**config.mk**
```make
export PLATFORM = sky130hd
export DESIGN_NAME = replay_buffer_ctrl
export DESIGN_NICKNAME = d
export VERILOG_FILES = /design/src/rtl/replay_buffer_ctrl.sv
export SDC_FILE = /design/constraint.sdc
export NUM_CORES = 1
export LEC_CHECK = 0
export ABC_AREA = 1
export CORE_MARGIN = 5
export CORE_UTILIZATION = 42
export CTS_CLUSTER_DIAMETER = 100
export DETAILED_ROUTE_END_ITERATION = 7
export DONT_BUFFER_PORTS = 1
export MAX_ROUTING_LAYER = met4
export PLACE_DENSITY = 0.67
export REMOVE_ABC_BUFFERS = 1
export SLEW_MARGIN = 10
export SYNTH_ARGS = -nofsm -noshare
export SYNTH_HDL_FRONTEND = slang
export SYNTH_SLANG_ARGS = --single-unit
```
**constraint.sdc**
```tcl
create_clock -name clk -period 1.35 [get_ports clk]
set_input_delay 0.27 -clock clk [delete_from_list [all_inputs] [get_ports clk]]
set_output_delay 0.27 -clock clk [all_outputs]
set_load 0.1 [all_outputs]
```
**src/rtl/replay_buffer_ctrl.sv**
```systemverilog
// Ping-pong spike replay buffer sequencer: one bank is written while the other is replayed group by group.
// Optional statistics outputs (gamma_cnt, err_cnt) are built when REPLAY_CTRL_STATS_EN is defined.
module replay_buffer_ctrl #(
  parameter int BUFFER_DEPTH = 16,
  parameter int NUM_INPUTS   = 2,
  parameter int STAT_W       = 16,
  localparam int IW = (BUFFER_DEPTH > 1) ? $clog2(BUFFER_DEPTH) : 1,
  localparam int MW = (NUM_INPUTS > 1) ? $clog2(NUM_INPUTS) : 1
) (
  input  logic              clk,
  input  logic              rst,
  input  logic              grst,
  input  logic              en,
  output logic              buf_sel,
  output logic [IW-1:0]     wr_idx,
  output logic              wr_en,
  output logic [IW-1:0]     rd_idx,
  output logic [MW-1:0]     mux_sel,
  output logic              rd_valid,
  output logic              replay_done,
  output logic              replay_abort,
`ifdef REPLAY_CTRL_STATS_EN
  output logic              overflow,
  output logic [STAT_W-1:0] gamma_cnt,
  output logic [STAT_W-1:0] err_cnt
`else
  output logic              overflow
`endif
);

  localparam int GROUP_LEN = BUFFER_DEPTH / NUM_INPUTS;
  localparam int KW = (GROUP_LEN > 1) ? $clog2(GROUP_LEN) : 1;
  localparam logic [KW-1:0] K_LAST = KW'(GROUP_LEN - 1);
  localparam logic [MW-1:0] P_LAST = MW'(NUM_INPUTS - 1);
  localparam logic [IW-1:0] W_LAST = IW'(BUFFER_DEPTH - 1);
  localparam logic [IW-1:0] STRIDE = IW'(NUM_INPUTS);

  if ((BUFFER_DEPTH % NUM_INPUTS) != 0 || STAT_W < 1) begin : g_bad_config
    $error("replay_buffer_ctrl: BUFFER_DEPTH must be a multiple of NUM_INPUTS and STAT_W >= 1");
  end

  typedef enum logic [1:0] {IDLE, FILL, RUN} state_t;

  state_t        state, state_next;
  logic          grst_q;
  logic          grst_edge;
  logic [KW-1:0] k, k_next;
  logic [MW-1:0] p, p_next;
  logic          buf_sel_next, wr_en_next, rd_valid_next;
  logic [IW-1:0] wr_idx_next;
  logic          done_next, abort_next, overflow_next;
  logic          last_sample;

  assign grst_edge   = grst & ~grst_q;
  assign last_sample = rd_valid && (k == K_LAST) && (p == P_LAST);
  assign rd_idx      = IW'(k) * STRIDE;
  assign mux_sel     = p;

  always_ff @(posedge clk) begin
    if (rst) begin
      state        <= IDLE;
      grst_q       <= 1'b0;
      buf_sel      <= 1'b0;
      wr_idx       <= '0;
      wr_en        <= 1'b0;
      k            <= '0;
      p            <= '0;
      rd_valid     <= 1'b0;
      replay_done  <= 1'b0;
      replay_abort <= 1'b0;
      overflow     <= 1'b0;
    end else begin
      state        <= state_next;
      grst_q       <= grst;
      buf_sel      <= buf_sel_next;
      wr_idx       <= wr_idx_next;
      wr_en        <= wr_en_next;
      k            <= k_next;
      p            <= p_next;
      rd_valid     <= rd_valid_next;
      replay_done  <= done_next;
      replay_abort <= abort_next;
      overflow     <= overflow_next;
    end
  end

  // A boundary restarts both write and replay; a replay cut short only aborts if its final sample was not yet reached.
  always_comb begin
    state_next    = state;
    buf_sel_next  = buf_sel;
    wr_idx_next   = wr_idx;
    wr_en_next    = wr_en;
    k_next        = k;
    p_next        = p;
    rd_valid_next = rd_valid;
    done_next     = 1'b0;
    abort_next    = 1'b0;
    overflow_next = 1'b0;

    if (grst_edge && (en || state != IDLE)) begin
      k_next      = '0;
      p_next      = '0;
      wr_idx_next = '0;
      if (en) begin
        state_next    = (state == IDLE) ? FILL : RUN;
        buf_sel_next  = ~buf_sel;
        wr_en_next    = 1'b1;
        rd_valid_next = (state != IDLE);
        done_next     = last_sample;
        abort_next    = rd_valid && !last_sample;
      end else begin
        state_next    = IDLE;
        wr_en_next    = 1'b0;
        rd_valid_next = 1'b0;
      end
    end else if (!grst_edge) begin
      if (wr_en) begin
        if (wr_idx == W_LAST) begin
          wr_en_next    = 1'b0;
          overflow_next = 1'b1;
        end else begin
          wr_idx_next = wr_idx + IW'(1);
        end
      end
      if (rd_valid) begin
        if (k == K_LAST) begin
          k_next = '0;
          if (p == P_LAST) begin
            p_next        = '0;
            rd_valid_next = 1'b0;
            done_next     = 1'b1;
          end else begin
            p_next = p + MW'(1);
          end
        end else begin
          k_next = k + KW'(1);
        end
      end
    end
  end

`ifdef REPLAY_CTRL_STATS_EN
  // Saturating counters; a boundary counts when it leads into FILL or RUN.
  always_ff @(posedge clk) begin
    if (rst) begin
      gamma_cnt <= '0;
      err_cnt   <= '0;
    end else begin
      if (grst_edge && en && !(&gamma_cnt)) gamma_cnt <= gamma_cnt + STAT_W'(1);
      if ((overflow_next || abort_next) && !(&err_cnt)) err_cnt <= err_cnt + STAT_W'(1);
    end
  end
`endif

endmodule
```
Yosys cells after proc, flatten, opt, wreduce, memory -nomap -nowiden
Cells that the tools add are included.
- bits of input ports: 4
- output and inout port bits: 15
- register bits after elaboration: 17
- word-level logic and storage cells: 62
- add/subtract/negate cells: 3
- muxes and demuxes: 22
- reductions and logical operators: 15
- eq/ne operators: 3
- bitwise gates (word level): 8
- operators with widths (kind ; count):
    two-way mux 1 bit ; 19
    inverter 1 bit ; 7
    AND reduction 3 bit ; 2
    adder 4 x 1 -> 4 bit, second input constant ; 1
    == test 4 bit, second input constant ; 1
    logical AND 1 bit ; 4
    two-way mux 2 bit ; 2
    AND reduction 2 bit ; 2
    OR reduction 4 bit ; 1
    adder 3 x 1 -> 3 bit, second input constant ; 1
    == test 3 bit, second input constant ; 1
    two-way mux 3 bit ; 1
    OR reduction 3 bit ; 1
    logical NOT 2 bit ; 1
    inequality test 2 x 1 -> 1 bit, second input constant ; 1
    nonzero test 2 bit ; 1
    OR reduction 2 bit ; 1
    adder 1 bit, second input constant ; 1
    AND 1 bit ; 1
    logical NOT 1 bit ; 1
    logical OR 1 bit ; 1

Logic depth before layout (Yosys ltp)
Gate-level depths: netlist of run 1.
- word-level depth: 5
- mapped depth: 7
- depth with buffers taken out: 7

Least setup slack after synthesis of run 1
No wires, ideal clock.
- path kind: register to register
- from: register wr_idx[0]
- to: register wr_en
- buffers on the path: 0
- clock period less this slack: 1.946 ns
- data arrival time: 1.834 ns
- stages on the path, launching flop included: 7
- setup slack: -0.596 ns
- required time: 1.238 ns
- path through: dfxtp_1 ha_1 nand3_2 nand3_1 nand2_1 nor2_1 nor2_1
- word-level cells in the longest chain between the ends: 5
- ends and longest elaborated chain (item ; line ; RTL):
    start, declared ; 15 ; output logic [IW-1:0] wr_idx,
    start signal, assigned ; 76 ; wr_idx <= wr_idx_next;
    == test 4 bit ; 118 ; if (wr_idx == W_LAST) begin
    two-way mux 1 bit ; 118 ;
    two-way mux 1 bit ; 117 ; if (wr_en) begin
    two-way mux 1 bit ; 116 ; end else if (!grst_edge) begin
    two-way mux 1 bit ; 100 ; if (grst_edge && (en || state != IDLE)) begin
    end signal, assigned ; 77 ; wr_en <= wr_en_next;
    end, declared ; 16 ; output logic wr_en,
No other way between the ends. The select of a mux whose other input is x is not followed.
A chain may end at the register's enable or synchronous reset.

Worst setup path after layout of run 1
- from: register wr_idx[3]
- to: output port wr_idx[3]
No word-level cell between the ends.

==> results of run 1 <==
==> worst register-to-register path, stage by stage (launching register included) <==
cell	delay, ns
dfxtp_1	0.33
ha_1	0.20
ha_1	0.22
nand2_1	0.10
nand2_1	0.07
o21ai_0	0.14
nand2_1	0.07
nand2_1	0.05
==> area by class of cell <==
| cell class | instances | area [µm²] |
|---|---|---|
| flip-flops and latches | 17 | 342 |
| inverters | 13 | 48.8 |
| repair buffers | 14 | 116 |
| well taps | 25 | 31.3 |
| clock buffers | 4 | 26.3 |
| multi-input cells | 74 | 379 |
| fillers | 179 | 802 |
==> cells in the mapped netlist <==
cell type / instances
nor2_2: 1
inv_1: 13
nand3_1: 4
xor2_1: 1
a21oi_1: 10
conb_1: 1
ha_1: 3
nand4_1: 3
nor3_1: 2
nand2_1: 29
dfxtp_1: 17
o21ai_0: 2
nor2_4: 2
nor2_1: 10
nand2_2: 3
buf_4: 1
nand3_2: 2
nor4_1: 1
==> worst paths after layout <==
check,from,end,slack [ns],cells past startpoint
worst max-delay path,wr_idx[3],wr_idx[3],0.1,1
worst min-delay path,rst,state[1],0.05,1
worst max register to register,k[0],rd_valid,0.12,7
worst min register to register,buf_sel,buf_sel,0.47,2
==> routing by layer <==
metal	share of wire, %	wire length [µm]	up-vias
li1	-	-	366
met4	1.0	15	0
met2	46	686	11
met1	46	689	291
met3	6.2	92	2
met5	0	0	-
==> cell families (layout without fill, tap and decap cells) <==
kind of cell             after synthesis  in the layout  share of synthesized area (%)
adder cells (fa/ha/maj)                3              3                           4.84
flip-flops                            17             17                           43.9
AO/OA/AOI/OAI                         12             12                           7.74
XOR/XNOR                               1              1                           1.13
buffers and inverters                 14             31                           7.26
AND/OR/NAND/NOR                       57             57                           34.7
other                                  1              1                          0.483
==> per-stage QoR <==
| stage | cells | hold WS, ns | TNS, ns |
|---|---|---|---|
| final | 147 | 0.0461 | 0 |
| after global routing | 147 | 0.0176 | 0 |
| after CTS | 147 | 0.0396 | 0 |
| after floorplan | 104 | 0.339 | -6.22 |
| after detailed placement | 143 | 0.343 | 0 |
| after global placement | 143 | 0.341 | 0 |
==> what timing repair did <==
| item | 4_1_cts | 5_1_grt |
|---|---|---|
| endpoints found under the setup margin | 1 | 3 |
| gates resized for setup | 1 | 3 |
| pin swaps | 0 | 0 |
| endpoints found under the hold margin | 0 | 0 |
==> state kept, by name (all words and copies together), names as in the netlist <==
name and flops:
wr_idx 4, rd_valid 1, k 3, replay_abort 1, grst_q 1, wr_en 1, buf_sel 1, replay_done 1
overflow 1, state 2, mux_sel 1
==> power breakdown <==
part	internal (µW)	total (µW)	switching, µW
logic	27.0	131	104
registers	512	520	8.02
clock network	114	262	147
==> results.py, run 1 <==
metrics = {
    "outcome": {
        "outcome": "completed",
    },
    "synth": {
        "synth_area_leaders": "dfxtp_1 44%, nand2_1 14%, a21oi_1 6.5%",
        "syn_area_per_cell_um2": 7.39,
        "synth_top_area_share_pct": 43.9,
        "yosysSeqAreaShare_pct": 43.9,
        "netlist_area_um2": 776,
        "syn-instance-count": 105,
        "ys_ff_latch": 17,
        "ys_types": 18,
        "yosysTopAreaCell": "dfxtp_1",
        "yosys_warnings": 0,
    },
    "sta": {
        "finalMaxSlewViolations": 0,
        "rsz0062_at_grt": "no",
        "setup_slack_ns": 0.0963,
        "finalSetupViolCount": 0,
        "skew_ns": 0.000907,
        "hold_viol": 0,
        "max_freq_mhz": 798,
        "fin_crit_sh_pct": 92.9,
        "layout_min_cycle_time_ns": 1.25,
    },
    "route": {
        "drt_wl_total_mm": 1.48,
        "drt-wirelength-per-cell_um": 10.1,
        "ant_nets": 0,
        "dr_total_vias": 670,
        "drt_pass1_iterations": 4,
        "drc": 0,
        "vias_per_cell": 4.56,
        "drtIter0Drc": 11,
    },
    "worst_setup_path": {
        "crit_chain": "buf_6",
        "crit_family": "flip-flops",
        "worst_path_largest_cell_delay_ns": 0.45,
        "critPathRequiredTime_ns": 1.08,
        "worstSetupEndpointType": "output port",
        "crit_type": "flip-flop to output port",
        "crit_buf_inv": 1,
        "slowest_stage": "dfxtp_1",
        "start_kind": "flip-flop",
        "cp_max_fo": 6,
        "critPathArrivalTime_ns": 0.98,
    },
    "placed_design": {
        "place_hpwl_mm": 1.18,
        "io_buffers": 0,
        "dpl_worst_slack_ns": 0.130,
        "gp_congestion": 0.811,
        "placed_cell_area_um2": 905,
    },
    "global_routing": {
        "grt_usage_pct": 13.0,
        "grt.busiest_layer": "met2",
        "antenna_found_initial": 0,
        "overflow": 0,
        "grtUsageMet3_pct": 4.23,
        "use_met2_pct": 19.8,
        "grt_pass1_wl_mm": 2.63,
        "grt_use_met1_pct": 15.7,
        "grt_pass1_vias": 606,
        "grt_max_degree": 10,
    },
    "die": {
        "core_region_area_mm2": 0.00175,
        "rows": 15,
        "start_util_pct": 44.4,
        "die_w_um": 53.0,
        "die_area_mm2": 0.00281,
        "ioPinCount": 19,
        "die_h_um": 53.0,
    },
    "cts": {
        "path_clk_slew_ns": 0.09,
        "clock_latency_ns": 0.27,
        "cts_tree": "built",
        "cts_made_buffers": 3,
        "clockBufferDepth": 2,
        "htree_num_levels": 1,
        "post_cts_buffers": 0,
        "clock_sinks": 17,
        "cts-root-buf": "clkbuf_4",
        "cts_hold_buf": 0,
    },
    "power_and_ir_drop": {
        "static-leakage-power_uw": 0.000406,
        "powerDensity_mw_per_mm2": 966,
        "finalPower_uw": 912,
        "vdd_drop_max_uv": 492,
    },
    "cells_and_area": {
        "drive_above_1_share_pct": 21.3,
        "diodes": 0,
        "syn2layout_area_growth_pct": 21.6,
        "final_core_util_pct": 54.1,
        "stdcell_area_um2": 943,
        "nets": 130,
        "final_cell_mix": "29 x nand2_1, 16 x dfxtp_1, 13 x inv_1",
        "final_common_cell": "nand2_1",
    },
    "run": {
        "maxCapViolCount": 0,
    },
    "min_path": {
        "hold_class": "input port to flip-flop",
    },
}
(Power assumes the default switching activity.)
==> run 2: changes to the inputs <==
==> constraint.sdc (replaced) <==
create_clock -name clk -period 1.3 [get_ports clk]
set_input_delay 0.26 -clock clk [delete_from_list [all_inputs] [get_ports clk]]
set_output_delay 0.26 -clock clk [all_outputs]
set_load 0.005 [all_outputs]
==> run 2 against run 1 <==
  * Wire length grew 1.9%
  * Sequential power grew 4.0%
  * Critical path depth grew 6
  * Combinational power shrank 48%
  * Clock power grew 6%
  * Count of clock-buffer cells in the layout shrank 1
  * Setup slack gained 0.0071 ns
  * Utilization shrank 3.6 points
  * Cell area shrank 6.6%
  * Flip-flop and latch count is the same
  * Largest cell class unchanged
  * Highest routed layer unchanged
==> results.py, run 2 (synthesis results as in run 1) <==
metrics = {
    "outcome": {
        "outcome": "completed",
    },
    "placed_design": {
        "io_buffers": 0,
        "place_hpwl_mm": 1.14,
        "gp_congestion": 0.808,
    },
    "sta": {
        "rsz0062_at_grt": "no",
        "max_freq_mhz": 836,
        "finalMaxSlewViolations": 0,
        "fin_crit_sh_pct": 92.0,
        "finalSetupViolCount": 0,
        "skew_ns": 0.00516,
        "whs_ns": 0.0265,
        "hold_viol": 0,
        "layout_min_cycle_time_ns": 1.20,
        "fin_tns_setup_ns": 0,
    },
    "cells_and_area": {
        "final_cell_mix": "29 x nand2_1, 16 x dfxtp_1, 13 x inv_1",
        "largest-register": "wr_idx",
        "drive_above_1_share_pct": 18.4,
        "syn2layout_area_growth_pct": 13.5,
        "top_regs": "wr_idx x4, k x3, state x2",
        "final_common_cell": "nand2_1",
        "diodes": 0,
        "nets": 122,
        "largest_register_ffs": 4,
    },
    "route": {
        "drc": 0,
        "drt-wirelength-per-cell_um": 10.9,
        "drtIter0Drc": 7,
        "ant_nets": 0,
        "dr_total_vias": 664,
        "drt_pass1_iterations": 4,
        "drt_wl_total_mm": 1.51,
        "vias_per_cell": 4.78,
    },
    "die": {
        "die_area_mm2": 0.00281,
        "ioPinCount": 19,
        "die_h_um": 53.0,
        "start_util_pct": 44.4,
        "die_w_um": 53.0,
        "rows": 15,
        "core_region_area_mm2": 0.00175,
    },
    "power_and_ir_drop": {
        "static-leakage-power_uw": 0.000361,
        "p_sw_share_pct": 24.9,
        "powerDensity_mw_per_mm2": 1010,
        "pwr-share-comb_pct": 7.6,
        "p_sw_uw": 221,
        "finalPower_uw": 888,
        "vdd_drop_max_uv": 795,
        "p_clk_share_pct": 31.4,
        "p_int_uw": 667,
        "sequentialPowerShare_pct": 61.0,
    },
    "cts": {
        "htree_num_levels": 1,
        "clockBufferDepth": 2,
        "cts_made_buffers": 3,
        "cts_tree": "built",
        "clock_sinks": 17,
        "post_cts_buffers": 0,
        "cts-root-buf": "clkbuf_4",
        "path_clk_slew_ns": 0.10,
        "clock_latency_ns": 0.29,
    },
    "run": {
        "maxCapViolCount": 0,
    },
    "worst_setup_path": {
        "r2r_slack_ns": 0.10,
        "crit_type": "flip-flop to flip-flop",
        "critPathRequiredTime_ns": 1.54,
        "crit_chain": "ha_1 > ha_2 > nand2_1 > nand2_1 > o21ai_0 > nand2_1 > nand2_1",
        "slowest_stage": "dfxtp_2",
        "worst_path_largest_cell_delay_ns": 0.35,
        "critPathArrivalTime_ns": 1.44,
        "worstSetupEndpointType": "flip-flop",
        "start_kind": "flip-flop",
        "cp_common_cell": "nand2_1",
        "cp_max_fo": 4,
    },
    "global_routing": {
        "grt_pass1_vias": 616,
        "grt_max_degree": 11,
        "grt_usage_pct": 13.0,
        "overflow": 0,
        "grt_pass1_wl_mm": 2.60,
        "antenna_found_initial": 0,
    },
    "min_path": {
        "hold_class": "input port to flip-flop",
    },
}
[run 2: cell types whose count changed in the layout (fill, tap and decap cells not counted), sizes merged]
cell,delta
clkbuf,-1
clkinv,+1
buf,-8
[run 2: area by class of cell]
| type | instances | area, µm² |
|---|---|---|
| Clock buffer | 3 | 22.5 |
| Clock inverter | 1 | 5.00 |
| Fill cell | 179 | 865 |
| Inverter | 13 | 48.8 |
| Multi-Input combinational cell | 74 | 387 |
| Sequential cell | 17 | 342 |
| Tap cell | 25 | 31.3 |
| Timing Repair Buffer | 6 | 45.0 |
[run 2: metal layers]
layer  track usage (%)  share of wire (%)  wire (µm)  up-vias
li1                  -                  -          -      348
met1              15.0                 43        645      298
met2              20.0                 48        722       16
met3              5.92                8.3        125        2
met4              3.83                1.2         18        0
met5                 -                  0          0        -
[run 2: path summary, 6_finish.rpt]
kind,start,depth (start not counted),end
setup reg to reg,k[1],7,rd_valid
setup / recovery,k[1],7,rd_valid
hold reg to reg,state[1],2,state[1]
hold / removal,rst,1,state[1]
[run 2: worst max-delay path, delay by kind of cell, from the launching register on]
family / cells / cell delay (ns)
and+or+nand+nor: 4 / 0.27
AOI/OAI and AO/OA: 1 / 0.15
DFF: 1 / 0.35
adders and majority gates: 2 / 0.38
[run 2: power groups by stage]
stage	clock network, µW	logic (µW)	registers [µW]
floorplan	0	50.5	553
global placement	0	64.6	553
detailed placement	0	66.0	553
CTS	290	67.2	541
global route	315	77.8	543
finish	279	67.5	541
[run 2: metrics by stage]
stage	util (%)	cell area, µm²	cells	worst slack (ns)
6_report	50.5	881	139	0.103
5_1_grt	50.5	881	139	0.00556
4_1_cts	50.0	872	139	0.0544
3_5_place_dp	48.4	845	135	0.0837
3_3_place_gp	48.4	845	135	0.128
2_1_floorplan	-	768	104	0.144
[run 2: what timing repair did]
item                       in CTS  in global routing
hold buffers                    0                  0
setup endpoints to repair       0                  4
gates resized for setup         0                  3
==> run 3: changes to the inputs <==
- CORE_MARGIN: 5 -> not set
- CTS_CLUSTER_SIZE: not set -> 40
==> run 3 against run 2 <==
  * Critical path depth did not move
  * Sequential share of layout area is 0.70 points higher
  * Register-to-register slack hardly changed
  * Fmax grew 0.50%
  * Largest power group unchanged
  * Utilization decreased by 0.54 points
  * Setup slack better by 0.0060 ns
  * Sequential power about the same
==> results.py, run 3 (synthesis results as in run 1) <==
metrics = {
    "outcome": {
        "outcome": "completed",
    },
    "placed_design": {
        "gp_congestion": 0.772,
        "place_hpwl_mm": 1.09,
        "placed_cell_area_um2": 830,
        "io_buffers": 0,
        "dpl_worst_slack_ns": 0.0934,
    },
    "cts": {
        "clockBufferDepth": 2,
        "cts_tree": "built",
        "post_cts_buffers": 0,
        "cts_hold_buf": 0,
        "path_clk_slew_ns": 0.10,
        "htree_num_levels": 1,
        "cts-root-buf": "clkbuf_4",
        "clock_sinks": 17,
        "cts_made_buffers": 3,
        "clock_latency_ns": 0.29,
    },
    "die": {
        "die_h_um": 45.0,
        "start_util_pct": 44.9,
        "die_w_um": 45.0,
        "die_area_mm2": 0.00202,
        "rows": 15,
        "core_region_area_mm2": 0.00173,
        "ioPinCount": 19,
    },
    "cells_and_area": {
        "top_regs": "wr_idx x4, k x3, state x2",
        "nets": 120,
        "final_cell_mix": "29 x nand2_1, 17 x dfxtp_1, 13 x inv_1",
        "final_core_util_pct": 49.9,
        "drive_above_1_share_pct": 15.2,
        "final_common_cell": "nand2_1",
        "diodes": 0,
        "multiInputGateArea_um2": 384,
        "largest-register": "wr_idx",
        "syn2layout_area_growth_pct": 11.1,
        "nFillCells": 185,
        "seqCellArea_um2": 340,
        "largest_register_ffs": 4,
        "stdcell_area_um2": 862,
    },
    "power_and_ir_drop": {
        "powerDensity_mw_per_mm2": 1030,
        "finalPower_uw": 886,
        "static-leakage-power_uw": 0.000353,
        "vdd_drop_max_uv": 787,
    },
    "route": {
        "ant_nets": 0,
        "drc": 0,
        "dr_total_vias": 664,
        "drt_wl_total_mm": 1.44,
        "drt_pass1_iterations": 4,
        "drt-wirelength-per-cell_um": 10.5,
        "drtIter0Drc": 15,
        "vias_per_cell": 4.85,
    },
    "worst_setup_path": {
        "start_kind": "flip-flop",
        "critPathArrivalTime_ns": 1.43,
        "crit_type": "flip-flop to flip-flop",
        "critPathRequiredTime_ns": 1.54,
        "r2r_cells": 7,
        "worstSetupStartpoint": "k[1]",
        "r2r_end": "rd_valid",
        "crit_chain": "ha_1 > ha_1 > nand2_1 > nand2_1 > o21ai_1 > nand2_1 > nand2_1",
        "setup.worst_path.end": "rd_valid",
        "crit_family": "adder cells",
        "worst_path_largest_cell_delay_ns": 0.35,
        "crit_buf_inv": 0,
        "timing.rr.start": "k[1]",
        "slowest_stage": "dfxtp_1",
        "cp_common_cell": "nand2_1",
        "cp_max_fo": 4,
        "r2r_slack_ns": 0.11,
        "worstSetupEndpointType": "flip-flop",
        "cp_num_cells": 7,
    },
    "sta": {
        "finalMaxSlewViolations": 0,
        "skew_ns": 0.00120,
        "layout_min_cycle_time_ns": 1.19,
        "max_freq_mhz": 840,
        "rsz0062_at_grt": "no",
        "setup_slack_ns": 0.109,
        "hold_viol": 0,
        "fin_crit_sh_pct": 91.6,
        "finalSetupViolCount": 0,
        "fin_tns_setup_ns": 0,
    },
    "global_routing": {
        "overflow": 0,
        "grt_pass1_vias": 592,
        "grt_pass1_wl_mm": 2.44,
        "grt_max_degree": 11,
        "antenna_found_initial": 0,
        "grt_usage_pct": 17.6,
    },
    "run": {
        "maxCapViolCount": 0,
    },
    "min_path": {
        "hold_class": "input port to flip-flop",
    },
}
## run 3: final cells by class
type	instances	share of cell area, %
clock inverter	1	0.581
timing repair buffer	4	3.48
clock buffer	3	2.61
multi-input combinational	74	44.6
inverter	13	5.66
tap	25	3.63
sequential	17	39.5
## run 3: repair_timing
| action | 4_1_cts | 5_1_grt |
|---|---|---|
| setup endpoints to repair | 0 | 4 |
| resized for setup | 0 | 2 |
| hold endpoints to repair | 0 | 0 |
## run 3: metrics by stage
stage	hold WS [ns]	std cells
after floorplan	0.329	104
after global placement	0.332	133
after detailed placement	0.335	133
after CTS	0.00940	137
after global routing	0.000526	137
final	0.0241	137
## run 3: worst min-delay path by stage
| stage | from | to | slack, ns | depth (start not counted) |
|---|---|---|---|---|
| global placement | rst | state[1] | 0.33 | 1 |
| global route | rst | grst_q | 0.0005 | 1 |
| detailed placement | rst | state[1] | 0.34 | 1 |
| floorplan | rst | state[1] | 0.33 | 1 |
| CTS | rst | replay_done | 0.009 | 1 |
| finish | rst | state[1] | 0.02 | 1 |
## run 3: power breakdown
part,switching [µW],leakage (µW),internal (µW)
combinational,45.7,0.000197,21.2
sequential,9.92,0.000138,531
clock,163,0.0000177,114
## run 3: worst register-to-register path: cells and delay by family (launching register included)
family / cells / cell delay [ns]
compound gates: 1 / 0.12
flops: 1 / 0.35
fa+ha+maj: 2 / 0.41
simple gates: 4 / 0.29
## run 3: routing by layer
| layer | up-vias | global-route usage [%] | share of wire, % |
|---|---|---|---|
| met4 | 0 | 7.27 | 1.0 |
| li1 | 345 | - | - |
| met2 | 19 | 26.7 | 47 |
| met5 | - | - | 0 |
| met1 | 298 | 20.1 | 46 |
| met3 | 2 | 8.00 | 5.9 |
